--- src/rtl/mem_arbiter.sv ---
// Round-robin arbiter sharing one external memory port between the instruction-fetch (I)
// and load/store (D) requesters, with a registered handshake and a bus-timeout abort.
module mem_arbiter #(
    parameter int ADDR_W  = 16,
    parameter int DATA_W  = 16,
    parameter int TIMEOUT = 255
) (
    input  logic              clk,
    input  logic              rst,

    input  logic              i_req_i,
    input  logic [ADDR_W-1:0] i_addr_i,
    output logic [DATA_W-1:0] i_rdata_o,
    output logic              i_ack_o,
    output logic              i_err_o,
    output logic              i_wait_o,

    input  logic              d_req_i,
    input  logic              d_we_i,
    input  logic              d_byte_i,
    input  logic [ADDR_W-1:0] d_addr_i,
    input  logic [DATA_W-1:0] d_wdata_i,
    output logic [DATA_W-1:0] d_rdata_o,
    output logic              d_ack_o,
    output logic              d_err_o,
    output logic              d_wait_o,

    output logic              m_req_o,
    output logic              m_we_o,
    output logic              m_byte_o,
    output logic [ADDR_W-1:0] m_addr_o,
    output logic [DATA_W-1:0] m_wdata_o,
    input  logic [DATA_W-1:0] m_rdata_i,
    input  logic              m_ack_i
);

    localparam int CNT_W = (TIMEOUT > 1) ? $clog2(TIMEOUT) : 1;
    localparam logic [CNT_W-1:0] CNT_LAST = CNT_W'((TIMEOUT > 0) ? (TIMEOUT - 1) : 0);
    localparam bit TO_EN = (TIMEOUT != 0);

    localparam logic GRANT_I = 1'b0;
    localparam logic GRANT_D = 1'b1;

    typedef enum logic [1:0] {
        IDLE   = 2'd0,
        BUSY_I = 2'd1,
        BUSY_D = 2'd2
    } state_t;

    state_t            state_q, state_d;
    logic              last_grant_q, last_grant_d;
    logic [CNT_W-1:0]  cnt_q, cnt_d;

    logic              m_req_q, m_req_d;
    logic              m_we_q, m_we_d;
    logic              m_byte_q, m_byte_d;
    logic [ADDR_W-1:0] m_addr_q, m_addr_d;
    logic [DATA_W-1:0] m_wdata_q, m_wdata_d;

    logic [DATA_W-1:0] i_rdata_q, i_rdata_d;
    logic              i_ack_q, i_ack_d;
    logic              i_err_q, i_err_d;
    logic [DATA_W-1:0] d_rdata_q, d_rdata_d;
    logic              d_ack_q, d_ack_d;
    logic              d_err_q, d_err_d;

    logic              i_elig_s;
    logic              d_elig_s;
    logic              pick_i_s;
    logic              pick_d_s;
    logic              timeout_s;
    logic [DATA_W-1:0] done_rdata_s;

    // A requester being acked this cycle is still holding req and must not be re-granted.
    assign i_elig_s  = i_req_i & ~i_ack_q;
    assign d_elig_s  = d_req_i & ~d_ack_q;
    assign pick_i_s  = i_elig_s & (~d_elig_s | (last_grant_q == GRANT_D));
    assign pick_d_s  = d_elig_s & ~pick_i_s;
    assign timeout_s = TO_EN && (cnt_q == CNT_LAST) && !m_ack_i;

    // Completion data: memory data on ack, all ones on abort (ack has priority).
    assign done_rdata_s = m_ack_i ? m_rdata_i : {DATA_W{1'b1}};

    // Next-state and registered-output logic for the arbitration FSM.
    always_comb begin
        state_d      = state_q;
        last_grant_d = last_grant_q;
        cnt_d        = cnt_q;
        m_req_d      = m_req_q;
        m_we_d       = m_we_q;
        m_byte_d     = m_byte_q;
        m_addr_d     = m_addr_q;
        m_wdata_d    = m_wdata_q;
        i_rdata_d    = i_rdata_q;
        i_ack_d      = 1'b0;
        i_err_d      = 1'b0;
        d_rdata_d    = d_rdata_q;
        d_ack_d      = 1'b0;
        d_err_d      = 1'b0;

        case (state_q)
            IDLE: begin
                if (pick_i_s) begin
                    state_d      = BUSY_I;
                    last_grant_d = GRANT_I;
                    cnt_d        = {CNT_W{1'b0}};
                    m_req_d      = 1'b1;
                    m_we_d       = 1'b0;
                    m_byte_d     = 1'b0;
                    m_addr_d     = i_addr_i;
                    m_wdata_d    = {DATA_W{1'b0}};
                end else if (pick_d_s) begin
                    state_d      = BUSY_D;
                    last_grant_d = GRANT_D;
                    cnt_d        = {CNT_W{1'b0}};
                    m_req_d      = 1'b1;
                    m_we_d       = d_we_i;
                    m_byte_d     = d_byte_i;
                    m_addr_d     = d_addr_i;
                    m_wdata_d    = d_wdata_i;
                end else begin
                    state_d = IDLE;
                end
            end

            BUSY_I, BUSY_D: begin
                if (m_ack_i || timeout_s) begin
                    state_d = IDLE;
                    m_req_d = 1'b0;
                    if (state_q == BUSY_I) begin
                        i_rdata_d = done_rdata_s;
                        i_ack_d   = 1'b1;
                        i_err_d   = ~m_ack_i;
                    end else begin
                        d_rdata_d = done_rdata_s;
                        d_ack_d   = 1'b1;
                        d_err_d   = ~m_ack_i;
                    end
                end else begin
                    cnt_d = cnt_q + CNT_W'(1);
                end
            end

            default: begin
                state_d = IDLE;
                m_req_d = 1'b0;
            end
        endcase
    end

    // State and output registers with synchronous reset.
    always_ff @(posedge clk) begin
        if (rst) begin
            state_q      <= IDLE;
            last_grant_q <= GRANT_D;
            cnt_q        <= {CNT_W{1'b0}};
            m_req_q      <= 1'b0;
            m_we_q       <= 1'b0;
            m_byte_q     <= 1'b0;
            m_addr_q     <= {ADDR_W{1'b0}};
            m_wdata_q    <= {DATA_W{1'b0}};
            i_rdata_q    <= {DATA_W{1'b0}};
            i_ack_q      <= 1'b0;
            i_err_q      <= 1'b0;
            d_rdata_q    <= {DATA_W{1'b0}};
            d_ack_q      <= 1'b0;
            d_err_q      <= 1'b0;
        end else begin
            state_q      <= state_d;
            last_grant_q <= last_grant_d;
            cnt_q        <= cnt_d;
            m_req_q      <= m_req_d;
            m_we_q       <= m_we_d;
            m_byte_q     <= m_byte_d;
            m_addr_q     <= m_addr_d;
            m_wdata_q    <= m_wdata_d;
            i_rdata_q    <= i_rdata_d;
            i_ack_q      <= i_ack_d;
            i_err_q      <= i_err_d;
            d_rdata_q    <= d_rdata_d;
            d_ack_q      <= d_ack_d;
            d_err_q      <= d_err_d;
        end
    end

    assign m_req_o   = m_req_q;
    assign m_we_o    = m_we_q;
    assign m_byte_o  = m_byte_q;
    assign m_addr_o  = m_addr_q;
    assign m_wdata_o = m_wdata_q;
    assign i_rdata_o = i_rdata_q;
    assign i_ack_o   = i_ack_q;
    assign i_err_o   = i_err_q;
    assign d_rdata_o = d_rdata_q;
    assign d_ack_o   = d_ack_q;
    assign d_err_o   = d_err_q;

    // Wait is combinational so the core stalls exactly until its ack cycle.
    assign i_wait_o  = i_req_i & ~i_ack_q;
    assign d_wait_o  = d_req_i & ~d_ack_q;

endmodule

--- config.mk ---
export PLATFORM = sky130hd
export DESIGN_NAME = mem_arbiter
export DESIGN_NICKNAME = d
export VERILOG_FILES = /design/src/rtl/mem_arbiter.sv
export SDC_FILE = /design/constraint.sdc
export NUM_CORES = 1
export LEC_CHECK = 0
export CAP_MARGIN = 20
export CORE_AREA = 4 4 100 102
export CTS_CLUSTER_SIZE = 20
export DETAILED_ROUTE_END_ITERATION = 7
export DIE_AREA = 0 0 104 106
export PLACE_DENSITY = 0.72
export SYNTH_ARGS = -nofsm -noshare
export SYNTH_HDL_FRONTEND = slang
export SYNTH_SLANG_ARGS = --single-unit
--- constraint.sdc ---
create_clock -name clk -period 1.9 [get_ports clk]
set_input_delay 0.285 -clock clk [delete_from_list [all_inputs] [get_ports clk]]
set_output_delay 0.285 -clock clk [all_outputs]
set_load 0.01 [all_outputs]
; Word-level counts from Yosys, hierarchy flattened
; Index checks and enable logic that the tools add are counted.
[word_totals]
reg_bits = 82
output_inout_bits = 73
word_cells = 73
[classes]
n_addsub = 1
eq_ne = 6
muxes = 24
bitwise = 13
n_reduce_logical = 15
[op_table]
columns = operator, count
row1 = two-way mux 16 bit, 5
row2 = two-way mux 8 bit, 3
row3 = one-hot mux 8 bit (2 select lines), 1
row4 = two-way mux 1 bit, 10
row5 = AND reduction 3 bit, 3
row6 = adder 8 x 1 -> 8 bit (second input constant), 1
row7 = equality test 8 bit (second input constant), 1
row8 = inverter 1 bit, 8
row9 = OR reduction 4 bit, 2
row10 = two-way mux 2 bit, 3
row11 = bitwise AND 1 bit, 4
row12 = inequality test 2 bit (second input constant), 2
row13 = one-hot mux 2 bit (2 select lines), 1
row14 = AND reduction 2 bit, 2
row15 = nonzero test 2 bit, 2
row16 = inequality test 3 bit (second input constant), 1
row17 = OR reduction 3 bit, 1
row18 = equality test 2 x 1 -> 1 bit (second input constant), 1
row19 = equality test 2 bit (second input constant), 1
row20 = logical NOT 2 bit, 1
row21 = one-hot mux 1 bit (2 select lines), 1
row22 = OR reduction 2 bit, 1
row23 = logical AND 1 bit, 1
row24 = logical NOT 1 bit, 1
row25 = 2 further kinds, 2

; Logic depth before layout (Yosys ltp)
[logic_depth]
ltp_word = 10
ltp_mapped = 9

; Worst setup path before layout
; OpenSTA, ideal clock, no wires.
[synth_timing]
path_kind = reg-to-reg
start = register state_q[0]
end = register cnt_q[3]
setup_ns = 0.086
arrival_time_ns = 1.874
slack_ns = -0.061
path_stages_with_launch = 9
n_path_buf = 2
period_less_slack_ns = 1.961
cell_sequence = dfxtp_1 -> inv_1 -> ha_1 -> buf_4 -> nor2_1 -> a31o_1 -> buf_6 -> or4_4 -> a221oi_2
[synth_via]
elab_chain_len = 4
[synth_rtl]
columns = element, line
row1 = "start, declared", 50  ; state_t state_q, state_d;
row2 = "start signal, assigned", 169  ; state_q <= state_d;
row3 = equality test 2 x 1 -> 1 bit or equality test 2 bit (tied branches), 101  ; case (state_q)
row4 = OR reduction 2 bit, 101
row5 = inequality test 2 bit (no line) or nonzero test 2 bit (tied branches), --
row6 = AND reduction 3 bit (no line), --
row7 = "end signal, assigned", 156  ; cnt_q <= {CNT_W{1'b0}};
row8 = "end signal, assigned", 171  ; cnt_q <= cnt_d;
row9 = "end, declared", 52  ; logic [CNT_W-1:0] cnt_q, cnt_d;
; Parallel ways exist; a longest one is shown, timed or not.
; A chain may end at the register's enable or synchronous reset.

; Worst setup path in the final report
[layout_timing]
start = register state_q[1]
end = register d_rdata_q[4] (netlist: d_rdata_o[4])
[layout_via]
elab_chain_len = 3
[layout_rtl]
columns = element, line
row1 = equality test 2 x 1 -> 1 bit or equality test 2 bit (tied branches), "101, 130"
row2 = OR reduction 2 bit or inverter 1 bit (tied branches), --
row3 = AND reduction 3 bit (no line) (*), --
row4 = "end signal, assigned", 165  ; d_rdata_q <= {DATA_W{1'b0}};
row5 = "end signal, assigned", 180  ; d_rdata_q <= d_rdata_d;
row6 = "end, declared", 63  ; logic [DATA_W-1:0] d_rdata_q, d_rdata_d;
; Every way passes the cells marked *; elsewhere a longest branch is shown, timed or not.

==> metrics.md <==
| Metric | Value |
|---|---|
| Status | `complete, but fails checks` |
| Violated checks | `setup timing` |
| Final Max Slew Viols | `0` |
| Hpwl dp | `about 7900 µm` |
| Arrival @ worst endpoint | `2.15 ns` |
| Largest net degree at the start of global routing | `35` |
| Clk_lat worst skew | `~0.35 ns` |
| GPL Wtd Cong | `between 0.8 and 0.9` |
| Worst VDD drop | `approximately 430 µV` |
| Pwr Density | `820 nW/µm²` |
| Syn Std Cell Area | `3490 µm²` |
| Detailed-route wire length per cell | `16.7 µm` |
| Top_reg_cell synth | `dfxtp_1` |
| RSZ-0062 raised after global routing | `yes` |
| Worst path max stage delay | `around 0.36 ns` |
| Initial Util | `between 30% and 40%` |
| Max-cap violation count | `0` |
| Final min period | `roughly 1.9 ns` |
| Row count | `35` |
| Worst slew margin | `between 60 and 70%` |
| Number of antenna diodes | `0` |
| Flop2flop setup slack | `-0.005 ns` |
| Origin of the critical flop-to-flop path | `state_q[1]` |
| DR vias | `approximately 3500` |
| Crit path max fanout | `17` |
| Share of the synthesized area in the top cell type | `47.0%` |
| Grt total ovfl | `0` |
| Port-buffer cells | `approximately 140` |
| Drt pass-1 iters | `4` |
| Final setup viols | `1` |
| Fill count | `772` |
| Final wirelength | `around 11000 µm` |
| Core Util, Final | `approximately 62%` |
| Vias in the first global route | `~3400` |
| Period utilization | `100%` |
| I/O Pins | `around 140` |
| Die height | `106 µm` |
| Htree depth | `3` |
| CTS buffer count | `9` |
| Core Region | `just over 9000 µm²` |
| Mean post-synth cell area | `around 9 µm²` |
| Mapped Cells | `between 300 and 400` |
| P_leak | `approximately 2.1 nW` |
| Non-Filler Instances | `roughly 650` |
| Post-layout power | `between 4 and 5 mW` |
| Setup crit end | `d_rdata_o[4]` |
| Setup ws final | `-0.00452 ns` |
| Starting DRT DRC Count | `196` |
| R2r endpoint | `d_rdata_o[4]` |
| CP startpoint kind | `flop` |
| Worst Skew | `between 0.01 and 0.015 ns` |
| Critical path capture point type | `flop` |
| DIE WIDTH | `between 100 and 150 µm` |
| Setup CP Type | `flop to flop` |
| CTS tree | `built` |
| Layout cells sized above 1 | `between 10% and 20%` |
| CP top delay family | `compound AO/OA/AOI/OAI gates` |
| FF+latch count, synth | `82` |
| Syn-to-layout area delta | `62.0%` |
| Post-synth net total | `between 400 and 500` |
| DR DRC count | `0` |
| Root buffer cell | `clkbuf_8` |
| Hold Path Depth | `2` |
| Hold/Removal Path Class | `input pin to flop` |
| Inst Count DP | `631` |
| Fmax | `approximately 530 MHz` |
| Launch point of the worst path | `state_q[1]` |
| Global-route wire length before repair | `16900 µm` |
| Worst R2R Path Depth | `7` |
| Post-synth top area cell | `dfxtp_1` |
| Final ANT Viol Nets | `0` |
| Final Hold Viols | `0` |
| Yosys cell types | `45` |
| CTS Sinks | `between 80 and 90` |
| Critical-path cell list | `inv_2, ha_4, nand4_1, o21ai_4, nand2b_4, buf_12, a211oi_1` |
| Worst endpoint required time | `2.15 ns` |
| Vias per cell | `~5.3` |
| CTS clk-pin slew, worst paths | `~0.1 ns` |
| Gr usage total | `between 15 and 20%` |
| Top cells by area, synth | `dfxtp_1 47%, a211oi_1 7.5%, mux2i_1 4.9%` |
| Slew @ Worst Pin | `between 0.5 and 0.6 ns` |
| Total die area | `roughly 11000 µm²` |
| Synth Warn # | `0` |
| Nets | `around 610` |
| Initial antenna violation count | `0` |
| CP bufs+invs | `2` |
| Sequential share of the synthesized area | `between 40% and 50%` |
| Clock Path Buffers | `2` |
| Cell depth of the worst setup path | `7` |
| Slowest cell on crit path | `o21ai_4` |
| Setup tns final | `-0.00452 ns` |
| Synth async-reset ratio | `0%` |
| Number of enable flip-flop cells after synthesis | `0` |
==> registers in the layout (all words and copies together), names as in the netlist <==
name,count
cnt_q,8
d_ack_o,1
d_err_o,1
d_rdata_o,16
i_ack_o,1
i_err_o,1
i_rdata_o,16
last_grant_q,1
m_addr_o,16
m_byte_o,1
m_req_o,1
m_wdata_o,16
m_we_o,1
state_q,2
==> per-layer routing <==
metal  wire length [µm]  share of wire, %  GRT usage, %
met1               4500                41          22.6
met2               5650                52          32.1
met3                532               4.9          3.46
met4                213               2.0          7.79
met5                  0                 0             0
==> area by class of cell <==
cell class,count,area [µm²],area share [%]
Multi-Input combinational cell,222,1670,29.5
Clock inverter,7,101,1.79
Clock buffer,9,124,2.19
Timing Repair Buffer,180,1820,32.1
Tap cell,111,139,2.46
Sequential cell,82,1650,29.1
Inverter,42,161,2.85
==> metrics by stage <==
stage	cell area (µm²)	worst slack (ns)	hold WS (ns)
after global placement	5200	0.00673	0.439
after floorplan	3500	0.00230	0.432
after global routing	5660	-0.0903	0.433
final	5660	-0.00452	0.397
after detailed placement	5200	-0.0480	0.444
after CTS	5440	-0.00175	0.384
==> cell usage in the layout (no fill, tap or decap), drive strengths merged, types with 2 or more instances in the layout <==
master and count:
nand3 6, clkbuf 10, nand2b 3, nand2 6, nor4b 16, nor3 2
nor4 2, clkinvlp 2, dfxtp 82, mux2i 17, a21oi 25, a211oi 35
clkdlybuf4s50 141, o21a 2, clkinv 2, buf 37, a311oi 16, a22oi 18
and3 2, ha 5, nor2 39, inv 43, o31ai 2, nand4 4
o21ai 6, or4 2, bufinv 2, and4 2
==> synth_stat cells, types with 2 or more instances <==
| cell type | n |
|---|---|
| o21a_1 | 2 |
| inv_1 | 42 |
| a311oi_1 | 16 |
| nand4_1 | 4 |
| a22oi_1 | 18 |
| nand3_1 | 6 |
| nand2_1 | 6 |
| buf_2 | 5 |
| ha_1 | 5 |
| dfxtp_1 | 82 |
| buf_4 | 3 |
| a211oi_1 | 35 |
| nor2_1 | 39 |
| o31ai_1 | 2 |
| a21oi_1 | 25 |
| nor3_1 | 2 |
| and3_1 | 2 |
| nor4b_1 | 16 |
| mux2i_1 | 17 |
| nor4_1 | 2 |
| clkbuf_1 | 23 |
| and4_1 | 2 |
| buf_6 | 2 |
| o21ai_0 | 3 |
==> repair_timing <==
item,in CTS,in global routing
setup buffers,0,4
pin swaps,0,18
setup endpoints to repair,11,41
hold buffers,0,0
gates cloned,0,2
gates resized for setup,2,33
==> how the worst min path moves through the flow <==
| stage | from | to | slack (ns) |
|---|---|---|---|
| after CTS | rst | m_wdata_o[4] | 0.38 |
| after floorplan | m_rdata_i[14] | i_rdata_o[14] | 0.43 |
| after detailed placement | d_rdata_o[8] | d_rdata_o[8] | 0.44 |
| after global placement | d_rdata_o[8] | d_rdata_o[8] | 0.44 |
| final | rst | m_wdata_o[4] | 0.40 |
| after global routing | rst | m_wdata_o[4] | 0.43 |
==> logic make-up (layout without fill, tap and decap cells) <==
family	count (synthesis)	count (layout)	share of synthesized area, %
compound gates	113	114	23.4
fa+ha+maj	5	5	1.79
buf+inv	77	238	9.25
flops	82	82	47.0
mux	17	17	4.87
simple gates	86	86	13.7
==> where the power goes <==
group	internal [mW]	switching (mW)
sequential	1.85	0.0732
combinational	0.682	0.593
clock	0.754	0.679
Note: power is estimated with default switching activity, not from simulation.
